File: config.mk
export PLATFORM = sky130hd
export DESIGN_NAME = ram_dump_tx
export DESIGN_NICKNAME = d
export VERILOG_FILES = /design/src/rtl/ram_dump_tx.sv
export SDC_FILE = /design/constraint.sdc
export NUM_CORES = 1
export LEC_CHECK = 0
export CORE_MARGIN = 3
export CORE_UTILIZATION = 58
export DETAILED_ROUTE_END_ITERATION = 12
export HOLD_SLACK_MARGIN = 0.06
export PLACE_DENSITY = 0.95
export SETUP_SLACK_MARGIN = 0.5
export SLEW_MARGIN = 20
export SYNTH_ARGS = -nofsm -noshare
export SYNTH_HDL_FRONTEND = slang
export SYNTH_SLANG_ARGS = --single-unit
File: constraint.sdc
create_clock -name clk -period 3.64 [get_ports clk]
set_input_delay 0.728 -clock clk [delete_from_list [all_inputs] [get_ports clk]]
set_output_delay 0.728 -clock clk [all_outputs]
set_load 0.03 [all_outputs]
File: src/rtl/ram_dump_tx.sv
// ram_dump_tx: reads WORDS 32-bit RAM words from address 0 and sends every byte (LSB first) as 8N1 UART on tx.
// Latency: start bit 3 cycles after start is accepted; done WORDS*(2+40*CLKS_PER_BIT)+1 cycles after acceptance.
// Backpressure: none; start is ignored while busy, the RAM must answer in 1 cycle; DUMP_CHECKSUM_EN appends an XOR byte.
module ram_dump_tx #(
    parameter int CLKS_PER_BIT = 434,
    parameter int WORDS        = 64,
    parameter int ADDR_W       = 6
) (
    input  logic              clk,
    input  logic              reset,
    input  logic              start,
    output logic [ADDR_W-1:0] mem_addr,
    input  logic [31:0]       mem_rdata,
    output logic              tx,
    output logic              busy,
    output logic              done
);

    localparam int TW = (CLKS_PER_BIT > 1) ? $clog2(CLKS_PER_BIT) : 1;
    localparam logic [TW-1:0]     TMR_LAST  = TW'(CLKS_PER_BIT - 1);
    localparam logic [ADDR_W-1:0] ADDR_LAST = ADDR_W'(WORDS - 1);

    localparam logic [2:0] S_IDLE   = 3'd0;
    localparam logic [2:0] S_FETCH  = 3'd1;
    localparam logic [2:0] S_START  = 3'd2;
    localparam logic [2:0] S_DATA   = 3'd3;
    localparam logic [2:0] S_STOP   = 3'd4;
    localparam logic [2:0] S_FINISH = 3'd6;
`ifdef DUMP_CHECKSUM_EN
    localparam logic [2:0] S_CSUM   = 3'd5;
    logic [7:0] csum_q;
`endif

    logic [2:0]    state;
    logic [TW-1:0] bit_tmr;
    logic [3:0]    bit_idx;
    logic [1:0]    byte_idx;
    logic          fetch_cnt;
    logic [31:0]   word_q;
    logic [7:0]    cur_byte;
    logic          tmr_last;
    logic          in_frame;
    logic          tx_nxt;

    assign tmr_last = (bit_tmr == TMR_LAST);

    always_comb begin
        cur_byte = word_q[7:0];
        case (byte_idx)
            2'd1:    cur_byte = word_q[15:8];
            2'd2:    cur_byte = word_q[23:16];
            2'd3:    cur_byte = word_q[31:24];
            default: cur_byte = word_q[7:0];
        endcase
    end

    // tx is registered from the current state, so the line lags the FSM by one cycle everywhere
    always_comb begin
        tx_nxt   = 1'b1;
        in_frame = 1'b0;
        case (state)
            S_START: begin
                tx_nxt   = 1'b0;
                in_frame = 1'b1;
            end
            S_DATA: begin
                tx_nxt   = cur_byte[bit_idx[2:0]];
                in_frame = 1'b1;
            end
            S_STOP: begin
                tx_nxt   = 1'b1;
                in_frame = 1'b1;
            end
`ifdef DUMP_CHECKSUM_EN
            S_CSUM: begin
                in_frame = 1'b1;
                if (bit_idx == 4'd0)
                    tx_nxt = 1'b0;
                else if (bit_idx <= 4'd8)
                    tx_nxt = csum_q[3'(bit_idx - 4'd1)];
                else
                    tx_nxt = 1'b1;
            end
`endif
            default: begin
                tx_nxt   = 1'b1;
                in_frame = 1'b0;
            end
        endcase
    end

    always_ff @(posedge clk or negedge reset) begin
        if (!reset) begin
            state     <= S_IDLE;
            bit_tmr   <= '0;
            bit_idx   <= '0;
            byte_idx  <= '0;
            fetch_cnt <= 1'b0;
            word_q    <= '0;
            mem_addr  <= '0;
            tx        <= 1'b1;
            busy      <= 1'b0;
            done      <= 1'b0;
`ifdef DUMP_CHECKSUM_EN
            csum_q    <= '0;
`endif
        end else begin
            tx   <= tx_nxt;
            done <= (state == S_FINISH);

            if (in_frame)
                bit_tmr <= tmr_last ? '0 : bit_tmr + TW'(1);
            else
                bit_tmr <= '0;

            case (state)
                S_IDLE: begin
                    // busy drops one cycle after done; only then is a new request taken
                    if (busy) begin
                        busy <= 1'b0;
                    end else if (start) begin
                        state     <= S_FETCH;
                        busy      <= 1'b1;
                        mem_addr  <= '0;
                        fetch_cnt <= 1'b0;
`ifdef DUMP_CHECKSUM_EN
                        csum_q    <= '0;
`endif
                    end
                end
                S_FETCH: begin
                    if (fetch_cnt) begin
                        word_q    <= mem_rdata;
                        byte_idx  <= 2'd0;
                        fetch_cnt <= 1'b0;
                        state     <= S_START;
                    end else begin
                        fetch_cnt <= 1'b1;
                    end
                end
                S_START: begin
                    if (tmr_last) begin
                        bit_idx <= 4'd0;
                        state   <= S_DATA;
                    end
                end
                S_DATA: begin
                    if (tmr_last) begin
                        if (bit_idx == 4'd7)
                            state <= S_STOP;
                        else
                            bit_idx <= bit_idx + 4'd1;
                    end
                end
                S_STOP: begin
                    if (tmr_last) begin
`ifdef DUMP_CHECKSUM_EN
                        csum_q <= csum_q ^ cur_byte;
`endif
                        if (byte_idx != 2'd3) begin
                            byte_idx <= byte_idx + 2'd1;
                            state    <= S_START;
                        end else if (mem_addr != ADDR_LAST) begin
                            mem_addr  <= mem_addr + ADDR_W'(1);
                            fetch_cnt <= 1'b0;
                            state     <= S_FETCH;
                        end else begin
`ifdef DUMP_CHECKSUM_EN
                            bit_idx <= 4'd0;
                            state   <= S_CSUM;
`else
                            state   <= S_FINISH;
`endif
                        end
                    end
                end
`ifdef DUMP_CHECKSUM_EN
                S_CSUM: begin
                    if (tmr_last) begin
                        if (bit_idx == 4'd9)
                            state <= S_FINISH;
                        else
                            bit_idx <= bit_idx + 4'd1;
                    end
                end
`endif
                S_FINISH: begin
                    mem_addr <= '0;
                    state    <= S_IDLE;
                end
                default: state <= S_IDLE;
            endcase
        end
    end

endmodule
# Word-level counts from Yosys, hierarchy flattened
# Cells that the tools add are included.
word_totals:
  inputBits: 35
  register_bits: 60
  output_inout_bits: 9
op_classes:
  eq_ne: 23
  reduce_logical: 12
  order_cmp: 1
  mux: 40
  n_addsub: 4
ops:
  columns: ["cell", "n"]
  rows:
  - ["$mux W6", 5]
  - ["$mux W3", 9]
  - ["$ne A2 B2 Y1 const B", 12]
  - ["$pmux W8 S3", 1]
  - ["$mux W9", 2]
  - ["$pmux W6 S3", 1]
  - ["$pmux W3 S5", 1]
  - ["$mux W4", 3]
  - ["$reduce_and A6 Y1", 2]
  - ["$mux W1", 10]
  - ["$add A9 B1 Y9 const B", 1]
  - ["$eq A9 B9 Y1 const B", 1]
  - ["$pmux W4 S2", 1]
  - ["$reduce_and A4 Y1", 2]
  - ["$reduce_and A7 Y1", 1]
  - ["$add A6 B1 Y6 const B", 1]
  - ["$eq A3 B2 Y1 const B", 2]
  - ["$eq A3 B3 Y1 const B", 2]
  - ["$mux W2", 3]
  - ["$ne A6 B6 Y1 const B", 1]
  - ["$reduce_bool A3 Y1", 2]
  - ["$add A4 B1 Y4 const B", 1]
  - ["$eq A2 B2 Y1 const B", 2]
  - ["$eq A4 B3 Y1 const B", 1]
  - ["12 further kinds", 13]

# Longest topological paths before layout
logic_depth:
  word_depth: 5
  mapped_depth: 8
  ltp_nobuf: 7

# Least setup slack after synthesis
# Ideal clock, no wire load.
synth_path:
  path_kind: "flip-flop to flip-flop"
  startpoint: "register bit_tmr[3]"
  endpoint: "register byte_idx[0]"
  setup_ps: 125
  stages_incl_launch_ff: 6
  required_time_ps: 3515
  period_less_slack_ps: 1913
  setup_slack_ps: 1727
  arrival_time_ps: 1788
  n_path_buf: 0
  cell_sequence: "dfrtp_1 > nor4b_4 > nand2_2 > or4b_1 > a21o_1 > mux2_4"
synth_via:
  elab_chain_cells: 3
synth_rtl:
  columns: ["item", "line", "text"]
  rows:
  - ["start, declared", "35", "logic [TW-1:0] bit_tmr;"]
  - ["start signal, assigned", "112", "bit_tmr <= tmr_last ? '0 : bit_tmr + TW'(1);"]
  - ["$eq A9 B9 Y1", "45", "assign tmr_last = (bit_tmr == TMR_LAST);"]
  - ["$ne A2 B2 Y1 (no line)", null, null]
  - ["$reduce_and A4 Y1 (no line)", null, null]
  - ["end signal, assigned", "161", "byte_idx <= byte_idx + 2'd1;"]
  - ["end, declared", "37", "logic [1:0] byte_idx;"]
# No other way between the ends.
# A chain may end at the register's enable or synchronous reset.

# Final worst setup path
layout_path:
  startpoint: "register byte_idx[0]"
  endpoint: "register mem_addr[3]"
layout_via:
  elab_chain_cells: 3
layout_rtl:
  columns: ["item", "line", "text"]
  rows:
  - ["$ne A2 B2 Y1", "160", "if (byte_idx != 2'd3) begin"]
  - ["$ne A2 B2 Y1 (no line)", null, null]
  - ["$reduce_and A6 Y1 (no line)", null, null]
  - ["end signal, assigned", "164", "mem_addr <= mem_addr + ADDR_W'(1);"]
  - ["end, declared", "12", "output logic [ADDR_W-1:0] mem_addr,"]
# No other way between the ends.

==> impl_results.md <==
- Top post-synthesis cells by area: dfrtp_1 (50%), mux2_2 (13%), ha_1 (3.4%), o21ai_0 (3.0%), nand2_1 (2.8%)
- Main flop type after synthesis: dfrtp_1
- Multi-input gate area: 1390 sq um
- # setup viols final: 0
- Max-cap check violation count: 0
- Reg2Reg Depth: 6
- Antenna fix cells: 0
- Startpoint Class: register
- Static leakage: 1.54 nW
- CTS max path bufs: 2
- Syn. warnings: 0
- Minimum clock period: 2.43 ns
- Core Region: 4850 sq um
- H-tree levels: 3
- DRT Wirelength: 7.12 mm
- Final ANT Viol Nets: 0
- CP Capture Type: register
- Largest net degree at the start of global routing: 53
- Worst-path maximum fanout: 13
- Internal power: 1.47 mW
- Dpl hpwl: 4.48 mm
- RR Endpoint: mem_addr[3]
- Fmax: 411 MHz
- Detailed-route via count: 2,368
- Sequential share of power: 51.1%
- Avg Cell Area, Syn: 11.1 sq um
- Inserted Clock Buffers: 9
- Vias in the first global route: 2,335
- Vias per cell: 6.20
- Worst-path clk slew: 0.07 ns
- Met2 usage: 42.0%
- R2r setup slk: 1.21 ns
- Combinational power share: 20.7%
- Initial DRT Pass Iterations: 6
- Nets@finish: 353
- Clock Sinks: 60
- HP Class: in -> async
- DIE WIDTH: 77.6 um
- Setup bufs post-CTS: 0
- Synth async-reset ratio: 100%
- CP Cell Sequence: ha_1, nor3b_1, or3_1, a211o_1, o21ai_0, o21ai_0
- Most common cell on crit path: o21ai_0
- Top cell type by total area after synthesis: dfrtp_1
- Most frequent cells in the layout: dfrtp_1 (59), clkdlybuf4s50_1 (42), mux2_2 (33), nand2_1 (22), nor2_1 (20)
- Worst flop-to-flop path startpoint: byte_idx[0]
- Synthesized cell area: 2970 sq um
- Fill cell count: 337
- I/O Buffers: 43
- RSZ-0062 raised after global routing: false
- Worst endpoint data arrival time: 2.63 ns
- Sequential-to-total area share from yosys stat: 50.6%
- CTS tree: done
- Most common cell after layout, fill and taps aside: dfrtp_1
- Post-synth EDFFs: 0
- Largest vdd supply drop: 0.325 mV
- Slowest stage delay, CP: 0.54 ns
- #FFs+latches synth: 60
- Residual DRC: 0
- Slew Limit Headroom: 44.6%
- Clk pwr share: 28.1%
- Syn-to-layout area delta: 22.6%
- Clock Latency Late Sink: 0.35 ns
- DP Worst Slack: 1.38 ns
- Switch share: 31.5%
- Busiest grt layer: met2
- Final setup TNS: 0 ns
- Met1 Use GR: 27.9%
- Critical Path RT: 3.84 ns
- Initial antenna violation count: 0
- Post-synthesis cell count: 268
- Synth cell types: 47
- Layout cells sized above 1: 18.7%
- Max-slew violation count: 0
- Status: finished clean
- Placed Instances: 366
- Die footprint: 6010 sq um
- Drt wl/cell: 18.6 um
- Starting Density: 61.2%
- DIE HEIGHT: 77.6 um
- CTS Root Cell: clkbuf_8
- Post-CTS Resized: 0
- Starting DRT DRC Count: 262
- Power Density: 591 nW/um^2
- Area share of the largest cell type after synthesis: 49.7%
- Slowest-stage cell, CP: ha_1
- Mapped Nets: 311
- PnR worst setup slack: 1.21 ns
- Kind of critical path: reg -> reg
- GR Util All Layers: 24.7%
- Sw Pwr: 0.677 mW
- Overflow after GRT: 0
- Layout Cells excl Fill: 382
- Post-CTS Hold Fix Bufs: 0
- Final count of hold timing violations: 0
- Reg area: 1500 sq um
- # rows: 25
- Met3 GRT Util: 7.42%
- GPL Wtd Cong: 0.823
- I/O pin total: 44
- Clock skew: 0.00830 ns
- Worst slew pin tran: 0.829 ns
- Fin crit share: 66.9%
- Global-route wire length before repair: 11.4 mm
## per-stage QoR
step	power (mW)	cell area [sq um]	utilization [%]	hold WS (ns)
after global routing	2.25	3640	75.1	0.444
after global placement	1.48	3440	70.9	0.475
after floorplan	1.35	2970	-	0.432
after detailed placement	1.53	3440	70.9	0.495
final	2.15	3640	75.1	0.398
after CTS	2.15	3640	75.0	0.510
## layout make-up
type,instances,share of cell area (%)
Timing Repair Buffer,45,12.2
Tap cell,67,2.30
Clock buffer,9,3.40
Multi-Input combinational cell,188,38.1
Clock inverter,7,2.10
Sequential cell,60,41.3
Inverter,6,0.619
## kinds of logic (layout without fill, tap and decap cells)
| group | after synthesis | in the layout | synth area share [%] |
|---|---|---|---|
| multiplexers | 35 | 35 | 13.4 |
| buffers and inverters | 20 | 67 | 2.65 |
| XOR/XNOR | 6 | 6 | 1.77 |
| adder cells (fa/ha/maj) | 8 | 8 | 3.37 |
| AO/OA/AOI/OAI | 54 | 54 | 12.6 |
| AND/OR/NAND/NOR | 85 | 85 | 15.6 |
| flip-flops | 60 | 60 | 50.6 |
## critical path, delay by kind of cell (launching register included)
family | cells | cell delay, ns
and+or+nand+nor | 2 | 0.45
AOI/OAI and AO/OA | 3 | 0.84
adders and majority gates | 1 | 0.54
DFF | 1 | 0.44
## metal layers
| metal | part of all wire, % | vias to the layer above |
|---|---|---|
| li1 | - | 1061 |
| met1 | 38 | 1175 |
| met2 | 51 | 110 |
| met3 | 7.1 | 22 |
| met4 | 3.8 | 0 |
| met5 | 0 | - |
## worst max path at each step
stage | startpoint | to | slack, ns | cells after the start
floorplan | bit_tmr[3] | byte_idx[0] | 1.73 | 5
global placement | start | mem_addr[4] | 1.44 | 5
detailed placement | start | mem_addr[4] | 1.38 | 5
CTS | byte_idx[0] | mem_addr[3] | 1.32 | 6
global route | byte_idx[0] | mem_addr[3] | 1.18 | 6
finish | byte_idx[0] | mem_addr[3] | 1.21 | 6
## synthesized netlist by cell type (2+ instances only)
| master | number |
|---|---|
| dfrtp_1 | 59 |
| mux2_2 | 33 |
| nand2_1 | 22 |
| nor2_1 | 20 |
| o21ai_0 | 18 |
| clkbuf_1 | 11 |
| a21oi_1 | 9 |
| a222oi_1 | 8 |
| ha_1 | 8 |
| nand3_1 | 8 |
| inv_1 | 6 |
| nand2b_1 | 6 |
| a211oi_1 | 4 |
| and3_1 | 4 |
| nor2b_1 | 4 |
| buf_2 | 3 |
| xnor2_1 | 3 |
| xor2_1 | 3 |
| a211o_1 | 2 |
| a21o_1 | 2 |
| a221o_1 | 2 |
| and4b_1 | 2 |
| nor3_1 | 2 |
| nor3b_1 | 2 |
| nor4_1 | 2 |
| o2111a_1 | 2 |
| or3_1 | 2 |
| or3b_2 | 2 |
## flip-flops by register name, indices dropped and copies added (netlist names)
name,count
word_q,32
done,1
bit_tmr,9
byte_idx,2
tx,1
fetch_cnt,1
bit_idx,4
state,3
mem_addr,6
busy,1
## power by group through the flow
stage / Sequential (mW) / Combinational [mW] / Clock (mW)
finish: 1.10 / 0.446 / 0.605
CTS: 1.10 / 0.450 / 0.607
global placement: 1.08 / 0.405 / 0
floorplan: 1.04 / 0.319 / 0
detailed placement: 1.10 / 0.439 / 0
global route: 1.13 / 0.489 / 0.635
Power figures use the tool's default switching activity.
